**src/rtl/fetch_stage_pkg.sv**
```systemverilog
// Shared types and default sizing for the REDUX-V instruction fetch stage.
package fetch_stage_pkg;

    localparam int DEFAULT_BITS        = 8;
    localparam int DEFAULT_MEMORY_BITS = 8;
    localparam int DEFAULT_RESET_PC    = 0;

    // EMPTY: the value on `instruction` answers no useful address.
    typedef enum logic {
        EMPTY  = 1'b0,
        STREAM = 1'b1
    } fetch_state_e;

    typedef enum logic [1:0] {
        PC_HOLD     = 2'd0,
        PC_ADVANCE  = 2'd1,
        PC_REDIRECT = 2'd2
    } pc_op_e;

endpackage

```
**src/rtl/program_counter.sv**
```systemverilog
// Holds the next-issue address; advances modulo 2^MEMORY_BITS, redirects or holds.
module program_counter
    import fetch_stage_pkg::*;
#(
    parameter int MEMORY_BITS = DEFAULT_MEMORY_BITS,
    parameter int RESET_PC    = DEFAULT_RESET_PC
) (
    input  logic                   clk,
    input  logic                   reset,
    input  pc_op_e                 op_i,
    input  logic [MEMORY_BITS-1:0] target_i,
    output logic [MEMORY_BITS-1:0] pc_o
);

    localparam logic [MEMORY_BITS-1:0] RESET_ADDR = MEMORY_BITS'(RESET_PC);

    logic [MEMORY_BITS-1:0] pc_q, pc_d;

    always_comb begin
        pc_d = pc_q;
        case (op_i)
            PC_ADVANCE:  pc_d = pc_q + MEMORY_BITS'(1);
            PC_REDIRECT: pc_d = target_i;
            default:     pc_d = pc_q;
        endcase
    end

    always_ff @(posedge clk or posedge reset) begin
        if (reset) pc_q <= RESET_ADDR;
        else       pc_q <= pc_d;
    end

    assign pc_o = pc_q;

endmodule

```
**src/rtl/fetch_stage.sv**
```systemverilog
// Instruction fetch: drives the synchronous-read memory address, pairs each returned
// instruction with its address and presents a registered bundle to decode.
module fetch_stage
    import fetch_stage_pkg::*;
#(
    parameter int BITS        = DEFAULT_BITS,
    parameter int MEMORY_BITS = DEFAULT_MEMORY_BITS,
    parameter int RESET_PC    = DEFAULT_RESET_PC
) (
    input  logic                   clk,
    input  logic                   reset,
    input  logic                   stall,
    input  logic                   branch_taken,
    input  logic [MEMORY_BITS-1:0] branch_target,
    output logic [MEMORY_BITS-1:0] pc,
    input  logic [BITS-1:0]        instruction,
    output logic [BITS-1:0]        if_instruction,
    output logic [MEMORY_BITS-1:0] if_pc,
    output logic                   if_valid
);

    fetch_state_e           state_q, state_d;
    pc_op_e                 pc_op;
    logic [MEMORY_BITS-1:0] pc_q;
    logic [MEMORY_BITS-1:0] inflight_pc_q, inflight_pc_d;
    logic                   inflight_valid_q;
    logic [BITS-1:0]        if_instruction_q, if_instruction_d;
    logic [MEMORY_BITS-1:0] if_pc_q, if_pc_d;
    logic                   if_valid_q, if_valid_d;

    assign inflight_valid_q = (state_q == STREAM);

    program_counter #(
        .MEMORY_BITS(MEMORY_BITS),
        .RESET_PC   (RESET_PC)
    ) u_pc (
        .clk     (clk),
        .reset   (reset),
        .op_i    (pc_op),
        .target_i(branch_target),
        .pc_o    (pc_q)
    );

    // While stalled, memory re-reads the in-flight address so `instruction` stays put.
    assign pc = (stall && !branch_taken && inflight_valid_q) ? inflight_pc_q : pc_q;

    always_comb begin
        state_d          = state_q;
        pc_op            = PC_ADVANCE;
        inflight_pc_d    = inflight_pc_q;
        if_instruction_d = if_instruction_q;
        if_pc_d          = if_pc_q;
        if_valid_d       = if_valid_q;
        if (branch_taken) begin
            pc_op      = PC_REDIRECT;
            state_d    = EMPTY;
            if_valid_d = 1'b0;
        end else if (stall) begin
            pc_op = PC_HOLD;
        end else begin
            inflight_pc_d    = pc_q;
            state_d          = STREAM;
            if_instruction_d = instruction;
            if_pc_d          = inflight_pc_q;
            if_valid_d       = inflight_valid_q;
        end
    end

    always_ff @(posedge clk or posedge reset) begin
        if (reset) begin
            state_q          <= EMPTY;
            inflight_pc_q    <= '0;
            if_instruction_q <= '0;
            if_pc_q          <= '0;
            if_valid_q       <= 1'b0;
        end else begin
            state_q          <= state_d;
            inflight_pc_q    <= inflight_pc_d;
            if_instruction_q <= if_instruction_d;
            if_pc_q          <= if_pc_d;
            if_valid_q       <= if_valid_d;
        end
    end

    assign if_instruction = if_instruction_q;
    assign if_pc          = if_pc_q;
    assign if_valid       = if_valid_q;

endmodule

```
**config.mk**
```make
export PLATFORM = sky130hd
export DESIGN_NAME = fetch_stage
export DESIGN_NICKNAME = d
export VERILOG_FILES = /design/src/rtl/fetch_stage_pkg.sv /design/src/rtl/program_counter.sv /design/src/rtl/fetch_stage.sv
export SDC_FILE = /design/constraint.sdc
export NUM_CORES = 1
export LEC_CHECK = 0
export ABC_AREA = 1
export CAP_MARGIN = 20
export CORE_ASPECT_RATIO = 0.75
export CORE_MARGIN = 2
export CORE_UTILIZATION = 43
export CTS_CLUSTER_DIAMETER = 120
export DETAILED_ROUTE_END_ITERATION = 12
export PLACE_DENSITY = 0.77
export SYNTH_ARGS = -nofsm -noshare
export SYNTH_HDL_FRONTEND = slang
export SYNTH_SLANG_ARGS = --single-unit
export TNS_END_PERCENT = 100
```
**constraint.sdc**
```tcl
create_clock -name clk -period 1 [get_ports clk]
set_input_delay 0.25 -clock clk [delete_from_list [all_inputs] [get_ports clk]]
set_output_delay 0.25 -clock clk [all_outputs]
set_load 0.02 [all_outputs]
```
**Word level (Yosys, flattened, before mapping)**

Index checks and enable logic that the tools add are counted.

- Register bits: 34
- Bits in latches: 0
- RAM bits: 0
- Memory bits (read-only): 0
- Input bits: 20
- Output and inout port bits: 25
- Memories kept: 0

- Add/subtract/negate cells: 1
- Multipliers: 0
- Divide/modulo/power cells: 0
- Magnitude comparators: 0
- Equality and inequality tests: 3
- Shift-type cells: 0
- Mux-type cells: 8
- Bitwise logic cells: 2
- Reduce and logical (&&, ||, !) cells: 5

Operators by type and width:

| kind | count |
|---|---|
| $pmux 8 s2 | 1 |
| $add 8x1->8 const B | 1 |
| $mux 8 | 1 |
| $mux 1 | 5 |
| $eq 2x1->1 const B | 1 |
| $eq 2x2->1 const B | 1 |
| $logic_and 1x1->1 | 2 |
| $mux 2 | 1 |
| $ne 2x1->1 const B | 1 |
| $not 1->1 | 2 |
| $reduce_and 2->1 | 1 |
| $reduce_bool 2->1 | 1 |
| $logic_not 1->1 | 1 |

**Longest topological paths before layout**

- Depth after elaboration: 4
- Gate-level depth with buffers: 7
- Mapped depth without buffers: 6

**Modules after synthesis**

A second synthesis with hierarchy kept.

- Cell total of the unflattened synthesis: 224
- Area, all modules: 1746.7 um^2

Modules (own cells, without submodules):

| module | instances | cells each | area each (um^2) | seq. area each (um^2) |
|---|---|---|---|---|
| fetch_stage | 1 | 140 | 1189.9 | 650.6 |
| program_counter | 1 | 84 | 556.8 | 200.2 |

**Least setup slack after synthesis**

OpenSTA, ideal clock, no wires.

- Path kind: input-to-output
- Start point: input stall
- End point: output pc[0]
- Data arrival time: 948 ps
- Required time: 750 ps
- Slack: -198 ps
- Stages on the path: 5
- Path buffers: 1
- Cell sequence: inv_2 > nor2_8 > nand2_4 > buf_6 > a21oi_2

- Longest elaborated chain between the ends: 3

RTL lines:

| what | RTL line | text |
|---|---|---|
| start: declaration | fetch_stage.sv:12 | `input logic stall,` |
| $logic_and 1x1->1 (2 in a row) | fetch_stage.sv:45 | `assign pc = (stall && !branch_taken && inflight_valid_q) ? inflight_pc_q : pc_q;` |
| $mux 8 | fetch_stage.sv:45 |  |
| end: declaration | fetch_stage.sv:15 | `output logic [MEMORY_BITS-1:0] pc,` |

Every way passes these cells.

**Final worst setup path**

- Start point: register state_q, in the netlist inflight_valid_q
- End point: output pc[2]

- Longest elaborated chain between the ends: 2

RTL lines:

| what | RTL line | text |
|---|---|---|
| start: declaration | fetch_stage.sv:22 | `fetch_state_e state_q, state_d;` |
| start signal: assignment | fetch_stage.sv:77 | `state_q <= state_d;` |
| $logic_and 1x1->1 | fetch_stage.sv:45 |  |
| $mux 8 | fetch_stage.sv:45 |  |

Every way passes these cells.

==> impl_metrics.env <==
export IMPL_outcome="finished with violations"
export IMPL_violations="setup timing"
export IMPL_relSlewSlack_pct=85.3
export IMPL_worstPathArrival_ps=1240
export IMPL_worstPathMaxFanout=9
export IMPL_gp_congestion=0.788
export IMPL_drtAntennaViolNets=0
export IMPL_viasPerCell=4.93
export IMPL_grt_use_met3_pct=4.45
export IMPL_synth_compound_area_share_pct=9.81
export IMPL_core_mm2=0.00373
export IMPL_grt_pass1_wl_um=6730
export IMPL_area_growth_pct=72.6
export IMPL_synth_most_common_cell="nand2_1"
export IMPL_skew_ps=3.86
export IMPL_dp_hpwl_um=2660
export IMPL_netlist_top_cells_count="nand2_1 (78), dfrtp_1 (34), inv_1 (18), nand3_1 (13), nor2_1 (13)"
export IMPL_clkTransAtPathRegs_ps=70
export IMPL_drive_gt1_share_pct=44.1
export IMPL_min_period_over_period_pct=149
export IMPL_cts_tree="yes"
export IMPL_antenna_found_initial=0
export IMPL_synth_top_family_by_area="simple AND/OR/NAND/NOR gates"
export IMPL_setup_ws_ps=-494
export IMPL_synth_top_area_share_pct=50.1
export IMPL_stdcell_count=347
export IMPL_numPlacedInstances=317
export IMPL_grt_overflow=0
export IMPL_use_met2_pct=32.1
export IMPL_ir_drop_uv=923
export IMPL_rsz0062_at_grt="true"
export IMPL_row_count=19
export IMPL_grt_max_degree=35
export IMPL_ys_types=25
export IMPL_synth_xor_area_share_pct=0
export IMPL_endpoint_kind="output pin"
export IMPL_p_leak_nw=1.43
export IMPL_postCtsHoldBufs=0
export IMPL_cellPowerDensity_mw_per_mm2=1520
export IMPL_portBuffers=44
export IMPL_critPathRequiredTime_ps=750
export IMPL_die_y_um=58.4
export IMPL_htree_levels=2
export IMPL_fmax_mhz=669
export IMPL_yosysTopAreaCell="dfrtp_1"
export IMPL_maxCapViolCount=0
export IMPL_startpoint_type="register"
export IMPL_num_vias=1710
export IMPL_synthMuxAreaShare_pct=0
export IMPL_layout_min_cycle_time_ps=1490
export IMPL_avgSynthCellArea_um2=8.40
export IMPL_yosysWarnings=0
export IMPL_drv_slew=0
export IMPL_drt_iter0_drc=99
export IMPL_multi_input_area_um2=921
export IMPL_synthAdderAreaFrac_pct=0.737
export IMPL_setup_viol=34
export IMPL_diodes=0
export IMPL_routed_wirelength_um=5080
export IMPL_first_global_vias=1443
export IMPL_fin_nets=315
export IMPL_grt_use_met1_pct=25.9
export IMPL_regArea_um2=852
export IMPL_ys_seq_area_share_pct=50.1
export IMPL_async_flop_share_pct=100
export IMPL_grt_busiest_layer="met2"
export IMPL_synth_top_cells_by_area="dfrtp_1 (50%), nand2_1 (17%), inv_1 (4.0%), nand3_1 (3.8%), o21ai_2 (3.6%)"
export IMPL_synth_ff_type="dfrtp_1"
export IMPL_synthesis_area_mm2=0.00170
export IMPL_setup_tns_ps=-5670
export IMPL_fp_dieW_um=76.5
export IMPL_fillers=218
export IMPL_clockRootBuffer="clkbuf_8"
export IMPL_hold_path_class="input pin to async pin"
export IMPL_synth_cells=202
export IMPL_yosys_area_share_simple_pct=29.4
export IMPL_drtPass1Iterations=4
export IMPL_hold_violations=0
export IMPL_tightest_slew_ps=220
export IMPL_cts_buffer_depth=2
export IMPL_die_area_mm2=0.00447
export IMPL_detail_route_wl_per_cell_um=14.6
export IMPL_drc=0
export IMPL_clock_latency_ps=290
export IMPL_synth_seq_cells=34
export IMPL_syn_nets=223
export IMPL_path_class="register to output pin"
export IMPL_io_pins=45
export IMPL_clock_sinks=34
export IMPL_cts_buffers=5
export IMPL_start_util_pct=45.5
export IMPL_synth_edf_count=0
export IMPL_grtUsageTotal_pct=19.4
state kept, by name, summed over array words and instances, names as in the netlist:
name and flops:
if_instruction 8, if_pc 8, if_valid 1, inflight_pc_q 8, inflight_valid_q 1, u_pc.pc_o 8
critical path, cell delays in order, from the launching register on:
cell	delay, ps
dfrtp_2	490
nand2_8	130
nand2_1	140
o21ai_4	70
buf_6	130
metal layers:
layer / vias to the layer above / wire length [µm]
li1: 819 / -
met1: 817 / 2150
met2: 58 / 2510
met3: 16 / 242
met4: 0 / 172
met5: - / 0
where the power goes:
group	switching [mW]	internal, mW
registers	0.130	1.57
logic	0.829	0.867
clock network	0.502	0.556
total	1.46	2.99
layout make-up:
| cell class | count | area share, % |
|---|---|---|
| repair buffers | 93 | 31.0 |
| flip-flops and latches | 34 | 29.1 |
| inverters | 20 | 3.08 |
| multi-input cells | 140 | 31.5 |
| clock inverters | 1 | 0.171 |
| clock buffers | 7 | 2.95 |
| well taps | 52 | 2.22 |
stage by stage:
step | power, mW | instance area [µm²] | utilization (%) | setup slack, ps | hold WS [ps]
floorplan | 2.35 | 1780 | - | -113 | 367
finish | 4.45 | 2930 | 78.4 | -494 | 314
detailed placement | 2.96 | 2430 | 65.2 | -1410 | 461
CTS | 4.18 | 2700 | 72.4 | -498 | 321
global route | 4.65 | 2930 | 78.4 | -534 | 337
global placement | 2.93 | 2430 | 65.2 | -1360 | 454
cell usage in the layout (no fill, tap or decap), types with 2 or more instances in the layout:
cell type | synthesis | final
nor2_2 | 2 | 2
buf_12 | 0 | 4
buf_6 | 5 | 31
clkbuf_8 | 0 | 6
nand2_1 | 78 | 67
nand2_4 | 1 | 2
dfrtp_1 | 34 | 33
nand3_4 | 0 | 2
inv_1 | 18 | 17
nor2_4 | 1 | 5
nand3_2 | 1 | 6
nand2_2 | 1 | 9
nand3_1 | 13 | 6
nor2_1 | 13 | 9
o21ai_2 | 7 | 3
nand2_8 | 1 | 4
o21ai_4 | 0 | 7
o21ai_0 | 12 | 9
buf_4 | 2 | 39
a21oi_1 | 4 | 4
clkdlybuf4s50_1 | 0 | 17
path summary, 6_finish.rpt:
check | slack, ps | depth (start not counted) | end | start
min reg2reg | 500 | 2 | if_instruction[7] | if_instruction[7]
min | 310 | 3 | if_instruction[3] | reset
max in group asynchronous | 500 | 3 | inflight_valid_q | reset
min in group clk | 430 | 4 | inflight_valid_q | stall
max reg2reg | -170 | 6 | u_pc.pc_o[2] | u_pc.pc_o[0]
max | -490 | 4 | pc[2] | inflight_valid_q
what timing repair did:
item / CTS / global route
gates resized for setup: 170 / 42
setup endpoints to repair: 59 / 38
pin swaps: 4 / 12
cloned: 1 / 0
buffers inserted: 11 / 15
logic make-up (layout without fill, tap and decap cells):
kind of cell             after synthesis  in the layout
AO/OA/AOI/OAI                         26             26
adder cells (fa/ha/maj)                1              1
buffers and inverters                 29            121
flip-flops                            34             34
AND/OR/NAND/NOR                      112            113
Note: power is estimated with default switching activity, not from simulation.
